<file path="src/rtl/mpu_pkg.sv">
// Shared widths, state encodings and saturation bounds for the matrix-unit PE.
package mpu_pkg;

  localparam int MPU_A_W   = 8;
  localparam int MPU_W_W   = 8;
  localparam int MPU_ACC_W = 24;

  // Widest accumulator the bound helper can describe.
  localparam int MPU_BOUND_W = 64;

  typedef enum logic {
    PE_IDLE = 1'b0,
    PE_RUN  = 1'b1
  } pe_state_t;

  typedef enum logic {
    OUT_EMPTY = 1'b0,
    OUT_FULL  = 1'b1
  } out_state_t;

  // Clamp value for an acc_w-bit accumulator. The result is zero-extended to
  // MPU_BOUND_W; callers keep the low acc_w bits (the signed minimum is then
  // the two's-complement pattern 100..0).
  function automatic logic [MPU_BOUND_W-1:0] sat_bound(input int   acc_w,
                                                       input logic is_signed,
                                                       input logic upper);
    logic [MPU_BOUND_W-1:0] one;
    logic [MPU_BOUND_W-1:0] res;
    one = {{(MPU_BOUND_W-1){1'b0}}, 1'b1};
    if (is_signed) begin
      if (upper) res = (one << (acc_w - 1)) - one;
      else       res = one << (acc_w - 1);
    end else begin
      if (upper) res = (one << acc_w) - one;
      else       res = '0;
    end
    return res;
  endfunction

endpackage

</file>
<file path="src/rtl/mac_sat_add.sv">
// Combinational saturating adder, two's complement or unsigned per i_signed.
import mpu_pkg::*;

module mac_sat_add #(
  parameter int ACC_W = MPU_ACC_W
) (
  input  logic [ACC_W-1:0] i_a,
  input  logic [ACC_W-1:0] i_b,
  input  logic             i_signed,
  output logic [ACC_W-1:0] o_sum,
  output logic             o_sat
);

  localparam logic [MPU_BOUND_W-1:0] L_SMAX = sat_bound(ACC_W, 1'b1, 1'b1);
  localparam logic [MPU_BOUND_W-1:0] L_SMIN = sat_bound(ACC_W, 1'b1, 1'b0);
  localparam logic [MPU_BOUND_W-1:0] L_UMAX = sat_bound(ACC_W, 1'b0, 1'b1);

  logic [ACC_W:0] w_sum_ext;
  logic           w_ext_a;
  logic           w_ext_b;

  assign w_ext_a   = i_signed & i_a[ACC_W-1];
  assign w_ext_b   = i_signed & i_b[ACC_W-1];
  assign w_sum_ext = {w_ext_a, i_a} + {w_ext_b, i_b};

  // One extra bit catches both the unsigned carry and the signed overflow;
  // in signed mode the extra bit is the true sign and picks the clamp side.
  always_comb begin
    o_sum = w_sum_ext[ACC_W-1:0];
    o_sat = 1'b0;
    if (i_signed) begin
      if (w_sum_ext[ACC_W] != w_sum_ext[ACC_W-1]) begin
        o_sat = 1'b1;
        o_sum = w_sum_ext[ACC_W] ? L_SMIN[ACC_W-1:0] : L_SMAX[ACC_W-1:0];
      end
    end else if (w_sum_ext[ACC_W]) begin
      o_sat = 1'b1;
      o_sum = L_UMAX[ACC_W-1:0];
    end
  end

endmodule

</file>
<file path="src/rtl/mac_pe.sv">
// Weight-stationary MAC cell for the int8 systolic array: shadow-buffered
// weight, saturating accumulator and a one-deep result slot with valid/ready.
//
// pe_state_t
//   state     | meaning
//   PE_IDLE   | no accumulation open; accumulator holds zero
//   PE_RUN    | at least one non-last beat accumulated
// out_state_t
//   state     | meaning
//   OUT_EMPTY | no result pending
//   OUT_FULL  | acc_out/acc_sat hold a result awaiting acc_ready
import mpu_pkg::*;

module mac_pe #(
  parameter int A_W   = MPU_A_W,
  parameter int W_W   = MPU_W_W,
  parameter int ACC_W = MPU_ACC_W
) (
  input  logic             clk,
  input  logic             rst,
  input  logic [A_W-1:0]   a_in,
  input  logic             a_valid_in,
  input  logic             a_last_in,
  input  logic             signed_mode,
  output logic [A_W-1:0]   a_out,
  output logic             a_valid_out,
  output logic             a_last_out,
  input  logic [W_W-1:0]   w_in,
  input  logic             w_load,
  input  logic             w_swap,
  output logic [W_W-1:0]   w_out,
  output logic             w_load_out,
  output logic             w_swap_out,
  input  logic             acc_clear,
  output logic [ACC_W-1:0] acc_out,
  output logic             acc_sat,
  output logic             acc_valid,
  input  logic             acc_ready,
  output logic             ovf_err
);

  localparam int P_W = A_W + W_W;

  logic [A_W-1:0]   r_a_out;
  logic             r_a_valid_out;
  logic             r_a_last_out;
  logic [W_W-1:0]   r_w_out;
  logic             r_w_load_out;
  logic             r_w_swap_out;

  logic [W_W-1:0]   r_w_act;
  logic [W_W-1:0]   r_w_shd;

  pe_state_t        r_pe_state;
  logic [ACC_W-1:0] r_acc;
  logic             r_sat;

  out_state_t       r_out_state;
  logic [ACC_W-1:0] r_acc_out;
  logic             r_acc_sat;
  logic             r_acc_valid;
  logic             r_ovf_err;

  logic [P_W-1:0]   w_a_ext;
  logic [P_W-1:0]   w_w_ext;
  logic [P_W-1:0]   w_prod;
  logic [ACC_W-1:0] w_prod_acc;
  logic             w_fresh;
  logic [ACC_W-1:0] w_acc_base;
  logic             w_sat_base;
  logic [ACC_W-1:0] w_sum;
  logic             w_add_sat;
  logic             w_sat_new;
  logic             w_done;
  logic             w_xfer;

  // Both operands widened to the full product width with mode-dependent
  // extension; the truncated P_W-bit product is then exact in either mode,
  // so a single multiplier serves signed and unsigned beats.
  assign w_a_ext = {{W_W{signed_mode & a_in[A_W-1]}}, a_in};
  assign w_w_ext = {{A_W{signed_mode & r_w_act[W_W-1]}}, r_w_act};
  assign w_prod  = w_a_ext * w_w_ext;

  generate
    if (ACC_W > P_W) begin : g_prod_ext
      assign w_prod_acc = {{(ACC_W-P_W){signed_mode & w_prod[P_W-1]}}, w_prod};
    end else begin : g_prod_same
      assign w_prod_acc = w_prod;
    end
  endgenerate

  // A clear (or an idle accumulator) makes this beat start from zero.
  assign w_fresh    = acc_clear | (r_pe_state == PE_IDLE);
  assign w_acc_base = w_fresh ? '0 : r_acc;
  assign w_sat_base = w_fresh ? 1'b0 : r_sat;

  mac_sat_add #(
    .ACC_W (ACC_W)
  ) u_sat_add (
    .i_a      (w_acc_base),
    .i_b      (w_prod_acc),
    .i_signed (signed_mode),
    .o_sum    (w_sum),
    .o_sat    (w_add_sat)
  );

  assign w_sat_new = w_sat_base | w_add_sat;
  assign w_done    = a_valid_in & a_last_in;
  assign w_xfer    = r_acc_valid & acc_ready;

  // East/south neighbour feeds: plain one-cycle delay, never stalled.
  always_ff @(posedge clk) begin
    if (rst) begin
      r_a_out       <= '0;
      r_a_valid_out <= 1'b0;
      r_a_last_out  <= 1'b0;
      r_w_out       <= '0;
      r_w_load_out  <= 1'b0;
      r_w_swap_out  <= 1'b0;
    end else begin
      r_a_out       <= a_in;
      r_a_valid_out <= a_valid_in;
      r_a_last_out  <= a_last_in;
      r_w_out       <= w_in;
      r_w_load_out  <= w_load;
      r_w_swap_out  <= w_swap;
    end
  end

  // Shadow/active weight pair; a simultaneous load and swap promotes the old
  // shadow while capturing the new weight.
  always_ff @(posedge clk) begin
    if (rst) begin
      r_w_act <= '0;
      r_w_shd <= '0;
    end else begin
      if (w_swap) r_w_act <= r_w_shd;
      if (w_load) r_w_shd <= w_in;
    end
  end

  // Accumulator FSM: completion hands the sum to the slot and re-arms at zero.
  always_ff @(posedge clk) begin
    if (rst) begin
      r_pe_state <= PE_IDLE;
      r_acc      <= '0;
      r_sat      <= 1'b0;
    end else if (a_valid_in) begin
      if (a_last_in) begin
        r_pe_state <= PE_IDLE;
        r_acc      <= '0;
        r_sat      <= 1'b0;
      end else begin
        r_pe_state <= PE_RUN;
        r_acc      <= w_sum;
        r_sat      <= w_sat_new;
      end
    end else if (acc_clear) begin
      r_pe_state <= PE_IDLE;
      r_acc      <= '0;
      r_sat      <= 1'b0;
    end
  end

  // One-deep result slot; a completion that finds it full and not draining
  // is lost and latched in ovf_err.
  always_ff @(posedge clk) begin
    if (rst) begin
      r_out_state <= OUT_EMPTY;
      r_acc_out   <= '0;
      r_acc_sat   <= 1'b0;
      r_acc_valid <= 1'b0;
      r_ovf_err   <= 1'b0;
    end else if (w_done) begin
      if ((r_out_state == OUT_EMPTY) || w_xfer) begin
        r_out_state <= OUT_FULL;
        r_acc_out   <= w_sum;
        r_acc_sat   <= w_sat_new;
        r_acc_valid <= 1'b1;
      end else begin
        r_ovf_err   <= 1'b1;
      end
    end else if (w_xfer) begin
      r_out_state <= OUT_EMPTY;
      r_acc_valid <= 1'b0;
    end
  end

  assign a_out       = r_a_out;
  assign a_valid_out = r_a_valid_out;
  assign a_last_out  = r_a_last_out;
  assign w_out       = r_w_out;
  assign w_load_out  = r_w_load_out;
  assign w_swap_out  = r_w_swap_out;
  assign acc_out     = r_acc_out;
  assign acc_sat     = r_acc_sat;
  assign acc_valid   = r_acc_valid;
  assign ovf_err     = r_ovf_err;

endmodule
</file>
<file path="config.mk">
export PLATFORM = sky130hd
export DESIGN_NAME = mac_pe
export DESIGN_NICKNAME = d
export VERILOG_FILES = /design/src/rtl/mpu_pkg.sv /design/src/rtl/mac_sat_add.sv /design/src/rtl/mac_pe.sv
export SDC_FILE = /design/constraint.sdc
export NUM_CORES = 1
export LEC_CHECK = 0
export ABC_AREA = 1
export BUFFER_PORTS_ARGS = -buffer_cell sky130_fd_sc_hd__clkbuf_2
export CAP_MARGIN = 10
export CORE_MARGIN = 3
export CORE_UTILIZATION = 40
export CTS_CLUSTER_DIAMETER = 40
export DETAILED_ROUTE_END_ITERATION = 12
export SLEW_MARGIN = 20
export SYNTH_ARGS = -nofsm -noshare
export SYNTH_HDL_FRONTEND = slang
export SYNTH_SLANG_ARGS = --single-unit
</file>
<file path="constraint.sdc">
create_clock -name clk -period 9.2 [get_ports clk]
set_clock_uncertainty 0.2 [all_clocks]
set_input_delay 0.46 -clock clk [delete_from_list [all_inputs] [get_ports clk]]
set_output_delay 0.46 -clock clk [all_outputs]
set_load 0.02 [all_outputs]
</file>
======== Yosys cells after proc, flatten, opt, wreduce, memory -nomap -nowiden ========
Index checks and enable logic that the tools add are counted.
word-level totals
  register bits ........................... 89
  latch bits .............................. 0
  bits in writable memories ............... 0
  ROM bits ................................ 0
  input bits .............................. 25
  output and inout port bits .............. 47
  word-level logic and storage cells ...... 57
  memories ................................ 0
operators by class
  $add $sub $neg .......................... 1
  multipliers ............................. 1
  divide/modulo/power cells ............... 0
  order comparisons ....................... 0
  eq/ne operators ......................... 2
  shifts and indexed selects .............. 0
  muxes and demuxes ....................... 20
  bitwise logic cells ..................... 12
  reductions and logical operators ........ 6
operator list
  kind                                            count
  two-way mux 24 bit                              8
  adder 25 bit                                    1
  multiplier 9 x 9 -> 16 bit                      1
  two-way mux 1 bit                               12
  bitwise AND 1 bit                               7
  AND reduction 2 bit                             3
  nonzero test 2 bit                              2
  inverter 1 bit                                  3
  != test 2 x 1 -> 1 bit (second input constant)  1
  bitwise OR 1 bit                                2
  logical OR 1 bit                                1
  != test 1 bit                                   1

======== Logic depth before layout (Yosys ltp) ========
  depth in word-level cells ............... 11
  mapped depth ............................ 44
  mapped depth without buffers ............ 43

======== By module ========
From an unflattened synthesis, not the netlist that was laid out.
unflattened totals
  cells, all modules ...................... 1254
  area total of the unflattened synthesis .. 8373.0 µm²
modules (own cells, without submodules)
  module       instances  cells an instance  area an instance (µm²)  sequential area each (µm²)
  mac_pe       1          836                6190.9                  1781.7
  mac_sat_add  1          418                2182.1                  0.0

======== Worst setup path before layout ========
OpenSTA, ideal clock, no wires.
  kind .................................... input -> register
  start ................................... in signed_mode
  end ..................................... reg r_acc_out[8], in the netlist acc_out[8]
  library setup time ...................... 0.113 ns
  data arrival time ....................... 7.604 ns
  required time ........................... 8.887 ns
  setup slack ............................. 1.283 ns
  stages on the path ...................... 43
  path through ............................ buf_2 -> inv_1 -> nor2_1 -> inv_1 -> fa_1 -> inv_1 -> fa_1 -> fa_1 -> fa_1 -> inv_1 -> fa_1 -> inv_1 -> ha_1 -> inv_1 -> o31ai_1 -> nand3_1 -> nand2_1 -> nand2_1 -> (+7 left out) -> a21boi_0 -> nand3_1 -> nand2_1 -> nand2_1 -> nand2_1 -> nand2_1 -> nand2_1 -> nand3_1 -> nand3_1 -> xor2_1 -> ha_1 -> nand2_1 -> clkinv_1 -> nand3_4 -> buf_8 -> nand3_2 -> o21ai_1 -> inv_1
between the ends
  cells in the longest elaborated chain, start to end .. 8
  elaborated cells between the ends (all ways) .. 12
RTL lines
  item                                                 RTL line                              text
  from (decl)                                          mac_pe.sv:24                          input logic signed_mode,
  bitwise AND 1 bit, on equally long branches          mac_pe.sv:80, mac_pe.sv:81
  multiplier 9 x 9 -> 16 bit                           mac_pe.sv:82                          assign w_prod = w_a_ext * w_w_ext;
  bitwise AND 1 bit                                    mac_pe.sv:86                          assign w_prod_acc = {{(ACC_W-P_W){signed_mode & w_prod[P_W-1]}}, w_prod};
  bitwise AND 1 bit                                    mac_sat_add.sv:23                     assign w_ext_b = i_signed & i_b[ACC_W-1];
  adder 25 bit                                         mac_sat_add.sv:24                     assign w_sum_ext = {w_ext_a, i_a} + {w_ext_b, i_b};
  two-way mux 24 bit or != test 1 bit (tied branches)  mac_sat_add.sv:34, mac_sat_add.sv:32
  two-way mux 24 bit                                   mac_sat_add.sv:32                     if (w_sum_ext[ACC_W] != w_sum_ext[ACC_W-1]) begin
  two-way mux 24 bit *                                 mac_sat_add.sv:31                     if (i_signed) begin
  to (signal assigned)                                 mac_pe.sv:177                         r_acc_out <= w_sum;
  to (decl)                                            mac_pe.sv:59                          logic [ACC_W-1:0] r_acc_out;
Every way passes the cells marked *; elsewhere a longest branch is shown, timed or not.
A chain may end at the register's enable or synchronous reset.

======== Final worst setup path ========
  start ................................... in signed_mode
  end ..................................... reg r_acc[8]
between the ends
  cells in the longest elaborated chain, start to end .. 10
  elaborated cells between the ends (all ways) .. 14
RTL lines
  item                                                 RTL line                              text
  bitwise AND 1 bit, on equally long branches          mac_pe.sv:80, mac_pe.sv:81
  multiplier 9 x 9 -> 16 bit                           mac_pe.sv:82
  bitwise AND 1 bit                                    mac_pe.sv:86
  bitwise AND 1 bit                                    mac_sat_add.sv:23
  adder 25 bit                                         mac_sat_add.sv:24
  two-way mux 24 bit or != test 1 bit (tied branches)  mac_sat_add.sv:34, mac_sat_add.sv:32
  two-way mux 24 bit                                   mac_sat_add.sv:32
  two-way mux 24 bit *                                 mac_sat_add.sv:31
  two-way mux 24 bit *                                 mac_pe.sv:149                         if (a_last_in) begin
  two-way mux 24 bit *                                 mac_pe.sv:148                         end else if (a_valid_in) begin
  to (signal assigned)                                 mac_pe.sv:155                         r_acc <= w_sum;
  to (decl)                                            mac_pe.sv:55                          logic [ACC_W-1:0] r_acc;
Marks and branches as above.

==> flow_metrics.env <==
export IMPL_synth_seq_cells=89
export IMPL_cp_top_family="adder cells"
export IMPL_area_delta_synth_final_pct=10.4
export IMPL_via_per_inst=4.79
export IMPL_vias=6497
export IMPL_hold_path_class="in2reg"
export IMPL_slew_violations=0
export IMPL_gr_usage_met3_pct=2.65
export IMPL_fp_dieW_um=144
export IMPL_dieArea_mm2=0.0208
export IMPL_synth_seq_area_share_pct=23.3
export IMPL_holdBufCountCts=0
export IMPL_root_buffer="clkbuf_16"
export IMPL_cts_sinks=89
export IMPL_layout_setup_ws_ps=929
export IMPL_synth_async_reset_ratio_pct=0
export IMPL_core_area_mm2=0.0183
export IMPL_crit_path_start_kind="input pin"
export IMPL_worstPathMaxFanout=14
export IMPL_met1_usage_pct=24.6
export IMPL_cts_buffers_inserted=9
export IMPL_cap_violations=0
export IMPL_diodes=0
export IMPL_ios=72
export IMPL_met2_usage_pct=32.2
export IMPL_synth_most_common_cell="inv_1"
export IMPL_min_period_over_period_pct=89.9
export IMPL_die_h_um=144
export IMPL_status="finished clean"
export IMPL_leakagePower_nw=4.78
export IMPL_synth_edf_count=0
export IMPL_final_util_pct=46.0
export IMPL_post_cts_buffers=0
export IMPL_hold_start="w_in[2]"
export IMPL_initial_core_util_pct=41.6
export IMPL_drive_above_1_share_pct=12.8
export IMPL_grt_usage_pct=18.7
export IMPL_busiest_layer="met2"
export IMPL_tightest_slew_ps=869
export IMPL_cp_arrival_ps=8350
export IMPL_nets=1266
export IMPL_r2r_slack_ps=960
export IMPL_finalCriticalPeriod_ps=8270
export IMPL_core_rowCount=49
export IMPL_finalWirelength_um=18000
export IMPL_drc=0
export IMPL_crit_path_top_delay_cell="fa_1"
export IMPL_syn_nets=1218
export IMPL_peakVddDrop_v=0.000106
export IMPL_netlist_area_mm2=0.00763
export IMPL_h_tree_depth=3
export IMPL_cts_clk_slew_worst_paths_ps=80
export IMPL_fin_setup_tns_ps=0
export IMPL_grt_pass1_vias=6575
export IMPL_critPathMaxStageDelay_ps=540
export IMPL_ys_flop_type="dfxtp_1"
export IMPL_slew_headroom_pct=42.0
export IMPL_initialDrtViolationCount=500
export IMPL_crit_buf_inv=9
export IMPL_rr_endpoint="r_acc[8]"
export IMPL_dp_hpwl_um=13700
export IMPL_crit_path_frequent_cell="nand2_1"
export IMPL_ys_types=36
export IMPL_grt_ovfl_total=0
export IMPL_yosysTopAreaCell="dfxtp_1"
export IMPL_rr_worst_depth=44
export IMPL_synthCells=1075
export IMPL_synthDominantCellAreaShare_pct=23.3
export IMPL_synth_warnings=0
export IMPL_routabilityCongestion=0.869
export IMPL_worstSetupPathType="in2reg"
export IMPL_total_power_w=0.00138
export IMPL_cts_tree="built"
export IMPL_end_kind="flop"
export IMPL_wl_per_cell_um=13.2
export IMPL_synthTopCellsByArea="dfxtp_1 (23%), fa_1 (17%), inv_1 (11%)"
export IMPL_grt_max_degree=74
export IMPL_grt_setup_unrepaired="false"
export IMPL_synth_common_cells="inv_1 (230), nand2_1 (212), nor2_1 (133)"
export IMPL_hold_path_end="w_out[2]"
export IMPL_clk_path_buf_depth=2
export IMPL_r2r_start="r_w_act[7]"
export IMPL_preCtsSetupSlack_ps=610
export IMPL_setup_viol=0
export IMPL_fmax_ghz=0.121
export IMPL_syn_avg_cell_area_um2=7.10
export IMPL_antenna_found_initial=0
export IMPL_grt_pass1_wl_um=31500
export IMPL_portBuffers=71
export IMPL_cp_required_ps=9280
export IMPL_powerDensity_mw_per_mm2=164
export IMPL_first_pass_iters=5
export IMPL_min_path_cells=3
export IMPL_antenna_left=0
export IMPL_clkLatencyLatePin_ps=360
export IMPL_hold_viol_final=0
-- stage by stage --
| stage | cells | instance area, µm² | hold WS, ps |
|---|---|---|---|
| after floorplan | 1075 | 7630 | 245 |
| after global placement | 1341 | 8130 | 253 |
| after detailed placement | 1341 | 8130 | 257 |
| after CTS | 1357 | 8430 | 102 |
| after global routing | 1357 | 8430 | 122 |
| final | 1357 | 8430 | 112 |
-- layer usage --
metal  routed length [µm]  part of all wire [%]  vias to the layer above
met2                 8670                    48                      108
li1                     -                     -                     3350
met4                  353                   2.0                        0
met5                    0                     0                        -
met1                 8390                    47                     3015
met3                  543                   3.0                       24
-- logic make-up (layout without fill, tap and decap cells) --
group           after synthesis  after routing  synth area share, %
compound gates              141            141                 9.80
xor+xnor                     18             18                 2.07
fa+ha+maj                   118            118                 25.6
buf+inv                     281            334                 14.4
flops                        89             89                 23.3
simple gates                428            428                 24.8
-- registers in the layout (all words and copies together) (netlist names) --
signal	cells
w_load_out	1
a_out	8
r_pe_state	1
acc_valid	1
r_w_act	8
acc_out	24
r_w_shd	8
w_out	8
r_sat	1
a_last_out	1
a_valid_out	1
acc_sat	1
r_acc	24
w_swap_out	1
ovf_err	1
-- worst reg2reg max path, delay by kind of cell, from the launching register on --
kind / cells / cell delay, ps
and+or+nand+nor: 20 / 1840
adders and majority gates: 8 / 3540
xor gates and xnor gates: 2 / 290
buffers and inverters: 8 / 860
AOI/OAI and AO/OA: 6 / 1100
DFF: 1 / 310
-- worst max path at each step --
stage                start          end  cells past startpoint
6_report       signed_mode     r_acc[8]                     44
5_1_grt        signed_mode     r_acc[8]                     44
4_1_cts         r_w_act[0]     r_acc[8]                     43
3_5_place_dp   signed_mode  acc_out[16]                     42
3_3_place_gp   signed_mode  acc_out[15]                     42
2_1_floorplan  signed_mode   acc_out[8]                     43
-- where the power goes --
group	total, W	internal [W]	switching, W
combinational	0.000571	0.000209	0.000362
sequential	0.000433	0.000414	0.0000190
clock	0.000374	0.000191	0.000183
total	0.00138	0.000814	0.000564
-- cell type report --
cell class	instances	area [µm²]
clock buffers	9	225
repair buffers	79	415
flip-flops and latches	89	1780
inverters	239	897
clock inverters	7	70.1
multi-input cells	705	4750
well taps	229	287
fillers	1883	9900
-- cells in the final DEF, fill, tap and decap left out --
master,count
dfxtp_1,88
o21ai_0,35
and3_1,1
clkinv_1,2
nand2_2,9
clkbuf_2,71
nand4_1,4
xor2_1,9
clkinvlp_4,1
o211ai_1,2
inv_1,230
buf_4,8
a21o_1,1
or2_2,2
dfxtp_2,1
nand2_1,212
o21ai_1,23
a31oi_1,2
fa_1,64
clkinv_4,1
nand3_2,26
a211oi_1,2
o21bai_1,5
a21oi_1,65
o31ai_1,1
nor2_1,133
nand3_4,2
inv_8,1
a21boi_0,3
nor3_1,2
nand3b_1,1
nand3_1,34
o21a_1,2
inv_2,7
xnor2_1,9
clkbuf_16,9
inv_6,3
clkinv_8,1
nor2_2,2
ha_1,54
-- what timing repair did --
action                                  4_1_cts  5_1_grt
gates resized for setup                       0        1
endpoints found under the setup margin        0        5
endpoints found under the hold margin         0        0
Note: power is estimated with default switching activity, not from simulation.
